$ cat src/rtl/alu_serial_if.sv
// Operand/command and result/status bundle between a requester and alu_serial.
interface alu_serial_if #(
    parameter int unsigned WIDTH = 8
);
    logic             start;
    logic [WIDTH-1:0] A;
    logic [WIDTH-1:0] B;
    logic             Cin;
    logic [2:0]       Op;
    logic [WIDTH-1:0] O;
    logic             Z;
    logic             P;
    logic             Cout;
    logic             busy;
    logic             done;

    modport master (
        output start, A, B, Cin, Op,
        input  O, Z, P, Cout, busy, done
    );

    modport slave (
        input  start, A, B, Cin, Op,
        output O, Z, P, Cout, busy, done
    );
endinterface

$ cat src/rtl/alu_serial.sv
// Bit-serial ALU: one 1-bit slice evaluated per clock, LSB first, with the
// carry held in a flop between bits. Results and flags are registered.
module alu_serial #(
    parameter int unsigned WIDTH = 8
) (
    input  logic          clk,
    input  logic          rst,
    alu_serial_if.slave   bus
);
    localparam int unsigned CNT_W = (WIDTH > 2) ? $clog2(WIDTH) : 1;

    localparam logic [2:0] OP_AND  = 3'b000;
    localparam logic [2:0] OP_OR   = 3'b001;
    localparam logic [2:0] OP_XOR  = 3'b010;
    localparam logic [2:0] OP_NOR  = 3'b011;
    localparam logic [2:0] OP_ADD  = 3'b100;
    localparam logic [2:0] OP_SUB  = 3'b101;
    localparam logic [2:0] OP_PASS = 3'b110;
    localparam logic [2:0] OP_NOT  = 3'b111;

    typedef enum logic [1:0] {
        IDLE = 2'd0,
        RUN  = 2'd1,
        DONE = 2'd2
    } state_t;

    state_t           state_q, state_d;
    logic [CNT_W-1:0] cnt_q, cnt_d;
    logic             carry_q, carry_d;
    logic [WIDTH-1:0] part_q, part_d;
    logic [WIDTH-1:0] a_q, a_d;
    logic [WIDTH-1:0] b_q, b_d;
    logic [2:0]       op_q, op_d;
    logic [WIDTH-1:0] o_q, o_d;
    logic             z_q, z_d;
    logic             p_q, p_d;
    logic             cout_q, cout_d;
    logic             busy_q, busy_d;
    logic             done_q, done_d;

    logic             a_bit;
    logic             b_bit;
    logic             b_eff;
    logic             res_bit;
    logic             carry_nxt;
    logic [WIDTH-1:0] part_new;
    logic             last_bit;

    // 1-bit ALU slice on the bit currently addressed by the counter
    always_comb begin
        a_bit     = a_q[cnt_q];
        b_bit     = b_q[cnt_q];
        b_eff     = (op_q == OP_SUB) ? ~b_bit : b_bit;
        res_bit   = 1'b0;
        carry_nxt = 1'b0;
        case (op_q)
            OP_AND:  res_bit = a_bit & b_bit;
            OP_OR:   res_bit = a_bit | b_bit;
            OP_XOR:  res_bit = a_bit ^ b_bit;
            OP_NOR:  res_bit = ~(a_bit | b_bit);
            OP_ADD, OP_SUB: begin
                res_bit   = a_bit ^ b_eff ^ carry_q;
                carry_nxt = (a_bit & b_eff) | (a_bit & carry_q) | (b_eff & carry_q);
            end
            OP_PASS: res_bit = a_bit;
            OP_NOT:  res_bit = ~a_bit;
            default: res_bit = 1'b0;
        endcase
        part_new          = part_q;
        part_new[cnt_q]   = res_bit;
        last_bit          = (cnt_q == CNT_W'(WIDTH - 1));
    end

    // Next-state and datapath update
    always_comb begin
        state_d = state_q;
        cnt_d   = cnt_q;
        carry_d = carry_q;
        part_d  = part_q;
        a_d     = a_q;
        b_d     = b_q;
        op_d    = op_q;
        o_d     = o_q;
        z_d     = z_q;
        p_d     = p_q;
        cout_d  = cout_q;
        busy_d  = busy_q;
        done_d  = 1'b0;

        case (state_q)
            IDLE, DONE: begin
                busy_d = 1'b0;
                if (bus.start) begin
                    a_d     = bus.A;
                    b_d     = bus.B;
                    op_d    = bus.Op;
                    // Only arithmetic ops consume the carry-in
                    carry_d = (bus.Op[2:1] == 2'b10) ? bus.Cin : 1'b0;
                    cnt_d   = '0;
                    part_d  = '0;
                    busy_d  = 1'b1;
                    state_d = RUN;
                end else begin
                    state_d = IDLE;
                end
            end
            RUN: begin
                part_d  = part_new;
                carry_d = carry_nxt;
                if (last_bit) begin
                    o_d     = part_new;
                    z_d     = (part_new == '0);
                    p_d     = ^part_new;
                    cout_d  = carry_nxt;
                    done_d  = 1'b1;
                    busy_d  = 1'b0;
                    cnt_d   = '0;
                    carry_d = 1'b0;
                    state_d = DONE;
                end else begin
                    cnt_d = cnt_q + CNT_W'(1);
                end
            end
            default: begin
                busy_d  = 1'b0;
                state_d = IDLE;
            end
        endcase
    end

    always_ff @(posedge clk) begin
        if (rst) begin
            state_q <= IDLE;
            cnt_q   <= '0;
            carry_q <= 1'b0;
            part_q  <= '0;
            a_q     <= '0;
            b_q     <= '0;
            op_q    <= '0;
            o_q     <= '0;
            z_q     <= 1'b1;
            p_q     <= 1'b0;
            cout_q  <= 1'b0;
            busy_q  <= 1'b0;
            done_q  <= 1'b0;
        end else begin
            state_q <= state_d;
            cnt_q   <= cnt_d;
            carry_q <= carry_d;
            part_q  <= part_d;
            a_q     <= a_d;
            b_q     <= b_d;
            op_q    <= op_d;
            o_q     <= o_d;
            z_q     <= z_d;
            p_q     <= p_d;
            cout_q  <= cout_d;
            busy_q  <= busy_d;
            done_q  <= done_d;
        end
    end

    assign bus.O    = o_q;
    assign bus.Z    = z_q;
    assign bus.P    = p_q;
    assign bus.Cout = cout_q;
    assign bus.busy = busy_q;
    assign bus.done = done_q;
endmodule
$ cat src/flat_wrapper.sv
// flat-port wrapper written by rule: the top's interface ports become plain ports
module alu_serial_flat 
#(
    parameter int unsigned WIDTH = 8
)
  (clk, rst, bus_start, bus_A, bus_B, bus_Cin, bus_Op, bus_O, bus_Z, bus_P, bus_Cout, bus_busy, bus_done);
  alu_serial_if #(.WIDTH(WIDTH)) bus_i ();
  input  logic clk;
  input  logic rst;
  input wire logic [$bits(bus_i.start)-1:0] bus_start;
  input wire logic [$bits(bus_i.A)-1:0] bus_A;
  input wire logic [$bits(bus_i.B)-1:0] bus_B;
  input wire logic [$bits(bus_i.Cin)-1:0] bus_Cin;
  input wire logic [$bits(bus_i.Op)-1:0] bus_Op;
  output wire logic [$bits(bus_i.O)-1:0] bus_O;
  output wire logic [$bits(bus_i.Z)-1:0] bus_Z;
  output wire logic [$bits(bus_i.P)-1:0] bus_P;
  output wire logic [$bits(bus_i.Cout)-1:0] bus_Cout;
  output wire logic [$bits(bus_i.busy)-1:0] bus_busy;
  output wire logic [$bits(bus_i.done)-1:0] bus_done;
  assign bus_i.start = bus_start;
  assign bus_i.A = bus_A;
  assign bus_i.B = bus_B;
  assign bus_i.Cin = bus_Cin;
  assign bus_i.Op = bus_Op;
  assign bus_O = bus_i.O;
  assign bus_Z = bus_i.Z;
  assign bus_P = bus_i.P;
  assign bus_Cout = bus_i.Cout;
  assign bus_busy = bus_i.busy;
  assign bus_done = bus_i.done;
  alu_serial #(.WIDTH(WIDTH)) u_core (.clk(clk), .rst(rst), .bus(bus_i));
endmodule
$ cat config.mk
export PLATFORM = sky130hd
export DESIGN_NAME = alu_serial_flat
export DESIGN_NICKNAME = d
export VERILOG_FILES = /design/src/rtl/alu_serial_if.sv /design/src/rtl/alu_serial.sv /design/src/flat_wrapper.sv
export SDC_FILE = /design/constraint.sdc
export NUM_CORES = 1
export LEC_CHECK = 0
export ABC_AREA = 1
export ABC_CLOCK_PERIOD_IN_PS = 6700
export BUFFER_PORTS_ARGS = -buffer_cell sky130_fd_sc_hd__buf_2
export CAP_MARGIN = 10
export CORE_MARGIN = 1.5
export CORE_UTILIZATION = 60
export DETAILED_ROUTE_END_ITERATION = 8
export PLACE_DENSITY = 0.84
export SYNTH_ARGS = -nofsm -noshare
export SYNTH_HDL_FRONTEND = slang
export SYNTH_SLANG_ARGS = --single-unit
export TNS_END_PERCENT = 20
$ cat constraint.sdc
create_clock -name clk -period 6.7 [get_ports clk]
set_input_delay 0 -clock clk [delete_from_list [all_inputs] [get_ports clk]]
set_output_delay 0 -clock clk [all_outputs]
set_load 0.02 [all_outputs]
# [After elaboration in Yosys (flattened, before gate mapping)]
# Cells that the tools add are included.
[totals] register_bits=46 in_bits=23 output_inout_bits=13 elab_cells=81
[classes] addsub=1 order_cmp=2 n_eq_ne=13 muxes=26 bitwise=14 reduce_logical=12
[op_table] operator="$pmux W8 S2" n=1
[op_table] operator="$eq A3 B3 Y1 const B" n=5
[op_table] operator="$mux W1" n=12
[op_table] operator="$bwmux W8" n=1
[op_table] operator="$logic_not A8 Y1" n=1
[op_table] operator="$mux W8" n=1
[op_table] operator="$reduce_xor A8 Y1" n=1
[op_table] operator="$pmux W1 S7" n=1
[op_table] operator="$bmux W1 S3" n=2
[op_table] operator="$eq A3 B2 Y1 const B" n=2
[op_table] operator="$mux W3" n=2
[op_table] operator="$pmux W3 S2" n=1
[op_table] operator="$reduce_and A2 Y1" n=3
[op_table] operator="$reduce_or A2 Y1" n=3
[op_table] operator="$and A1 B1 Y1" n=4
[op_table] operator="$eq A2 B2 Y1 const B" n=2
[op_table] operator="$lt A3 B4 Y1 const B" n=1
[op_table] operator="$not A1 Y1" n=4
[op_table] operator="$pmux W1 S2" n=2
[op_table] operator="$pmux W2 S2" n=1
[op_table] operator="$add A3 B1 Y3 const B" n=1
[op_table] operator="$demux W1 S3" n=1
[op_table] operator="$eq A3 B1 Y1 const B" n=1
[op_table] operator="$ge A3 B1 Y1 const B" n=1
[op_table] operator="10 further kinds" n=14

# [Depth between registers and ports, before layout]
[logic_depth] word_depth=10 mapped_depth=22

# [Worst setup path after synthesis]
# No wires, ideal clock.
[synth_timing] path_type="register -> register" from="register u_core.cnt_q[2]" to="register u_core.p_q, in the netlist u_core.bus.P" setup_time_ns=0.115 arrival_time_ns=2.948 t_required_ns=6.585 setup_slack_ns=3.637 path_stages_with_launch=21 path_buffers=0 synth_period_minus_slack_ns=3.063 path_cell_list="dfxtp_1 > inv_2 > nand2_1 > nor2_1 > a221oi_1 > nand2_1 > xor2_1 > fa_1 > inv_1 > nand2_1 > nand2_1 > nor2_1 > nand3_2 > nand2_4 > nand2_2 > nand2_2 > ha_1 > xor2_1 > xnor2_1 > o21ai_0 > inv_1"
[synth_between] elab_chain_cells=9 word_cells_on_any_way=23 classes_between="2 x order compare; 1 x eq/ne; 9 x mux; 8 x bitwise; 3 x reduce/logical"
[synth_lines] element="start, declared" line_no="alu_serial.sv:28" rtl="logic [CNT_W-1:0] cnt_q, cnt_d;"
[synth_lines] element="start signal, assigned" line_no="alu_serial.sv:148" rtl="cnt_q <= cnt_d;"
[synth_lines] element="$bmux W1 S3" line_no="alu_serial.sv:52" rtl="b_bit = b_q[cnt_q];"
[synth_lines] element="$mux W1 (implied by the code)" line_no="alu_serial.sv:52"
[synth_lines] element="$not A1 Y1" line_no="alu_serial.sv:53" rtl="b_eff = (op_q == OP_SUB) ? ~b_bit : b_bit;"
[synth_lines] element="$mux W1" line_no="alu_serial.sv:53"
[synth_lines] element="$xor A1 B1 Y1 (2 in a row)" line_no="alu_serial.sv:62" rtl="res_bit = a_bit ^ b_eff ^ carry_q;"
[synth_lines] element="$pmux W1 S7" line_no="alu_serial.sv:56" rtl="case (op_q)"
[synth_lines] element="$bwmux W8" line_no="alu_serial.sv:70" rtl="part_new[cnt_q] = res_bit;"
[synth_lines] element="$reduce_xor A8 Y1" line_no="alu_serial.sv:113" rtl="p_d = ^part_new;"
[synth_lines] element="end signal, assigned" line_no="alu_serial.sv:156" rtl="p_q <= p_d;"
[synth_lines] element="end, declared" line_no="alu_serial.sv:36" rtl="logic p_q, p_d;"
# Several ways; a longest one is shown, not always the timed one. The select of a mux whose other input is x is not followed.
# A chain may end at the register's enable or synchronous reset.

# [Worst setup path in the final report]
[layout_timing] from="register u_core.cnt_q[0]" to="register u_core.p_q, in the netlist u_core.bus.P"
# The elaborated chain is that of the path after synthesis.

==> flow_metrics.env <==
export IMPL_yosysSeqAreaShare_pct=39.5
export IMPL_yosys_area_top_type="dfxtp_1"
export IMPL_yosysTopAreaCellShare_pct=39.5
export IMPL_grt_pass1_wl_um=8520
export IMPL_cts_sinks=46
export IMPL_cts_tree="built"
export IMPL_num_io_pins=36
export IMPL_antenna_cells=0
export IMPL_slew_headroom_pct=47.6
export IMPL_synth_area_um2=2330
export IMPL_setup_viol=0
export IMPL_synthTopCellsByArea="dfxtp_1 (40%), nand2_1 (7.7%), inv_1 (6.0%), o21ai_0 (5.2%), nor2_1 (5.0%)"
export IMPL_p_seq_share_pct=50.3
export IMPL_p_comb_share_pct=22.1
export IMPL_multiInputGateArea_um2=1180
export IMPL_place_ws_ps=3140
export IMPL_yosys_warnings=0
export IMPL_crit_path_end_kind="flip-flop"
export IMPL_critPathMaxFanout=14
export IMPL_drive_above_1_share_pct=21.4
export IMPL_startpoint="u_core.cnt_q[0]"
export IMPL_final_setup_worst_slack_ps=3080
export IMPL_grt_overflow=0
export IMPL_placed_cell_area_um2=2490
export IMPL_initial_core_util_pct=63.2
export IMPL_syn_nets=346
export IMPL_detail_route_antenna_nets=0
export IMPL_hold_viol=0
export IMPL_cap_violations=0
export IMPL_place_inst=385
export IMPL_cts_inserted_buffers=5
export IMPL_stdcell_count=407
export IMPL_htree_num_levels=2
export IMPL_rsz0062_at_grt="false"
export IMPL_period_needed_ps=3620
export IMPL_clockRootBuffer="clkbuf_8"
export IMPL_hpwl_um=3430
export IMPL_finalPower_mw=0.608
export IMPL_worstSetupStartpointType="flip-flop"
export IMPL_coreArea_um2=3690
export IMPL_tightest_slew_ps=782
export IMPL_vdd_ir_drop_max_uv=142
export IMPL_grt_max_degree=33
export IMPL_place_congestion=0.871
export IMPL_regArea_um2=921
export IMPL_ys_ff_latch=46
export IMPL_critPathKind="reg -> reg"
export IMPL_intPower_mw=0.426
export IMPL_avgSynthCellArea_um2=7.42
export IMPL_power_leakage_nw=1.30
export IMPL_hold_worst_slack_ps=11.7
export IMPL_cts_buffer_depth=2
export IMPL_clkPwrFrac_pct=27.6
export IMPL_hold_path_depth=3
export IMPL_drt_iter0_drc=114
export IMPL_area_growth_pct=17.3
export IMPL_final_area_um2=2730
export IMPL_vias=2107
export IMPL_n_fill_cell=307
export IMPL_max_freq_mhz=276
export IMPL_grt_usage_pct=26.2
export IMPL_clock_skew_ps=5.08
export IMPL_post_route_period_util_pct=54.1
export IMPL_swShare_pct=29.9
export IMPL_wl_per_cell_um=12.3
export IMPL_cp_arrival_ps=3820
export IMPL_clk_pin_slew_ps=80
export IMPL_clkLatencyLatePin_ps=300
export IMPL_maxSlewViolCount=0
export IMPL_nets=392
export IMPL_min_path_type="in -> reg"
export IMPL_synth_cell_type_count=29
export IMPL_powerDensity_nw_per_um2=222
export IMPL_die_w_um=65.3
export IMPL_status="finished clean"
export IMPL_fp_dieArea_um2=4270
export IMPL_p_switching_mw=0.182
export IMPL_row_count=22
export IMPL_io_buffers=35
export IMPL_routed_wl_um=5020
export IMPL_fin_util_pct=74.1
export IMPL_holdCritStartpoint="bus_B[1]"
export IMPL_timing_setup_tns_ps=0
export IMPL_antenna_found_initial=0
export IMPL_r2r_start="u_core.cnt_q[0]"
export IMPL_die_height_um=65.3
export IMPL_viasPerCell=5.18
export IMPL_synthCells=314
export IMPL_drc=0
export IMPL_grt_pass1_vias=1956
export IMPL_r2r_cells=20
export IMPL_required_ps=6900
export IMPL_first_pass_iters=4
-- synthesized netlist by cell type, drive strengths merged --
library cell and n:
nand2 66, dfxtp 46, inv 38, nor2 37, o21ai 24, a21oi 23, nand3 21, clkbuf 12
o21a 10, or2 9, ha 8, nand4 5, a221oi 2, nor3 2, o22ai 2, xnor2 2
xor2 2, a211oi 1, buf 1, clkinv 1, fa 1, nand3b 1
-- layout make-up --
class | count | share of cell area (%)
multi-input combinational | 216 | 43.2
timing repair buffer | 52 | 12.5
tap | 48 | 2.20
sequential | 46 | 33.7
inverter | 39 | 5.36
clock buffer | 6 | 3.02
-- cell usage in the layout, fill, tap and decap left out, types with 2 or more instances in the layout --
master,netlist,routed
nand2_2,16,16
xor2_1,2,2
a21oi_1,23,23
a221oi_1,2,2
nand4_1,5,5
inv_1,37,37
nor3_1,2,2
nor2_1,31,31
buf_2,0,35
or2_2,9,9
dfxtp_1,46,46
nand2_4,2,2
ha_1,8,8
o22ai_1,2,2
xnor2_1,2,2
nand3_1,20,20
nand2_1,48,48
nor2_2,5,5
clkbuf_8,3,6
o21a_1,10,10
dlygate4sd3_1,0,16
o21ai_0,24,24
-- power groups by stage --
stage	clock [mW]	combinational (mW)	sequential, mW
3_5_place_dp	0	0.125	0.312
5_1_grt	0.183	0.153	0.308
6_report	0.168	0.134	0.306
2_1_floorplan	0	0.0916	0.317
3_3_place_gp	0	0.121	0.311
4_1_cts	0.169	0.134	0.306
-- worst max-delay path, cell delays in order (launching register included) --
cell,delay (ps)
dfxtp_1,580
inv_1,190
nand2_1,140
o22ai_1,90
a221oi_1,250
nand2_1,160
xor2_1,180
fa_1,480
inv_1,40
nand2_1,50
nand2_1,40
nor2_1,120
nand3_2,100
nand2_4,140
nand2_2,80
nand2_2,80
ha_1,250
xnor2_1,240
xnor2_1,110
o21ai_0,140
inv_1,60
-- routing by layer --
| layer | GRT usage, % | part of all wire (%) | up-vias |
|---|---|---|---|
| li1 | - | - | 1099 |
| met1 | 30.4 | 44 | 941 |
| met2 | 45.3 | 49 | 52 |
| met3 | 8.05 | 4.6 | 15 |
| met4 | 9.90 | 2.7 | 0 |
| met5 | 0 | 0 | - |
-- flip-flops by register name, summed over array words and instances, names as in the netlist --
signal and cells:
u_core.carry_q 1, u_core.cnt_q 3, u_core.bus.Cout 1, u_core.bus.busy 1
u_core.part_q 8, u_core.bus.done 1, u_core.op_q 3, u_core.bus.O 8
u_core.bus.Z 1, u_core.b_q 8, u_core.a_q 8, u_core.bus.P 1
u_core.state_q 2
-- final timing paths --
check	slack (ps)	end
worst max-delay path	3080	u_core.bus.P
worst min-delay path	10	u_core.b_q[1]
worst max register to register	3080	u_core.bus.P
worst min register to register	460	u_core.part_q[7]
-- cell families (layout without fill, tap and decap cells) --
kind of cell | after synthesis | after routing | share of synthesized area (%)
AND/OR/NAND/NOR | 141 | 141 | 29.1
buffers and inverters | 52 | 97 | 9.83
adder cells (fa/ha/maj) | 9 | 9 | 5.16
flip-flops | 46 | 46 | 39.5
AO/OA/AOI/OAI | 62 | 62 | 14.9
XOR/XNOR | 4 | 4 | 1.50
-- repair_timing --
action,in CTS,in global routing
endpoints found under the hold margin,16,0
endpoints found under the setup margin,0,0
setup buffers,0,0
hold buffers,16,0
resized for setup,0,0
Note: power is estimated with default switching activity, not from simulation.
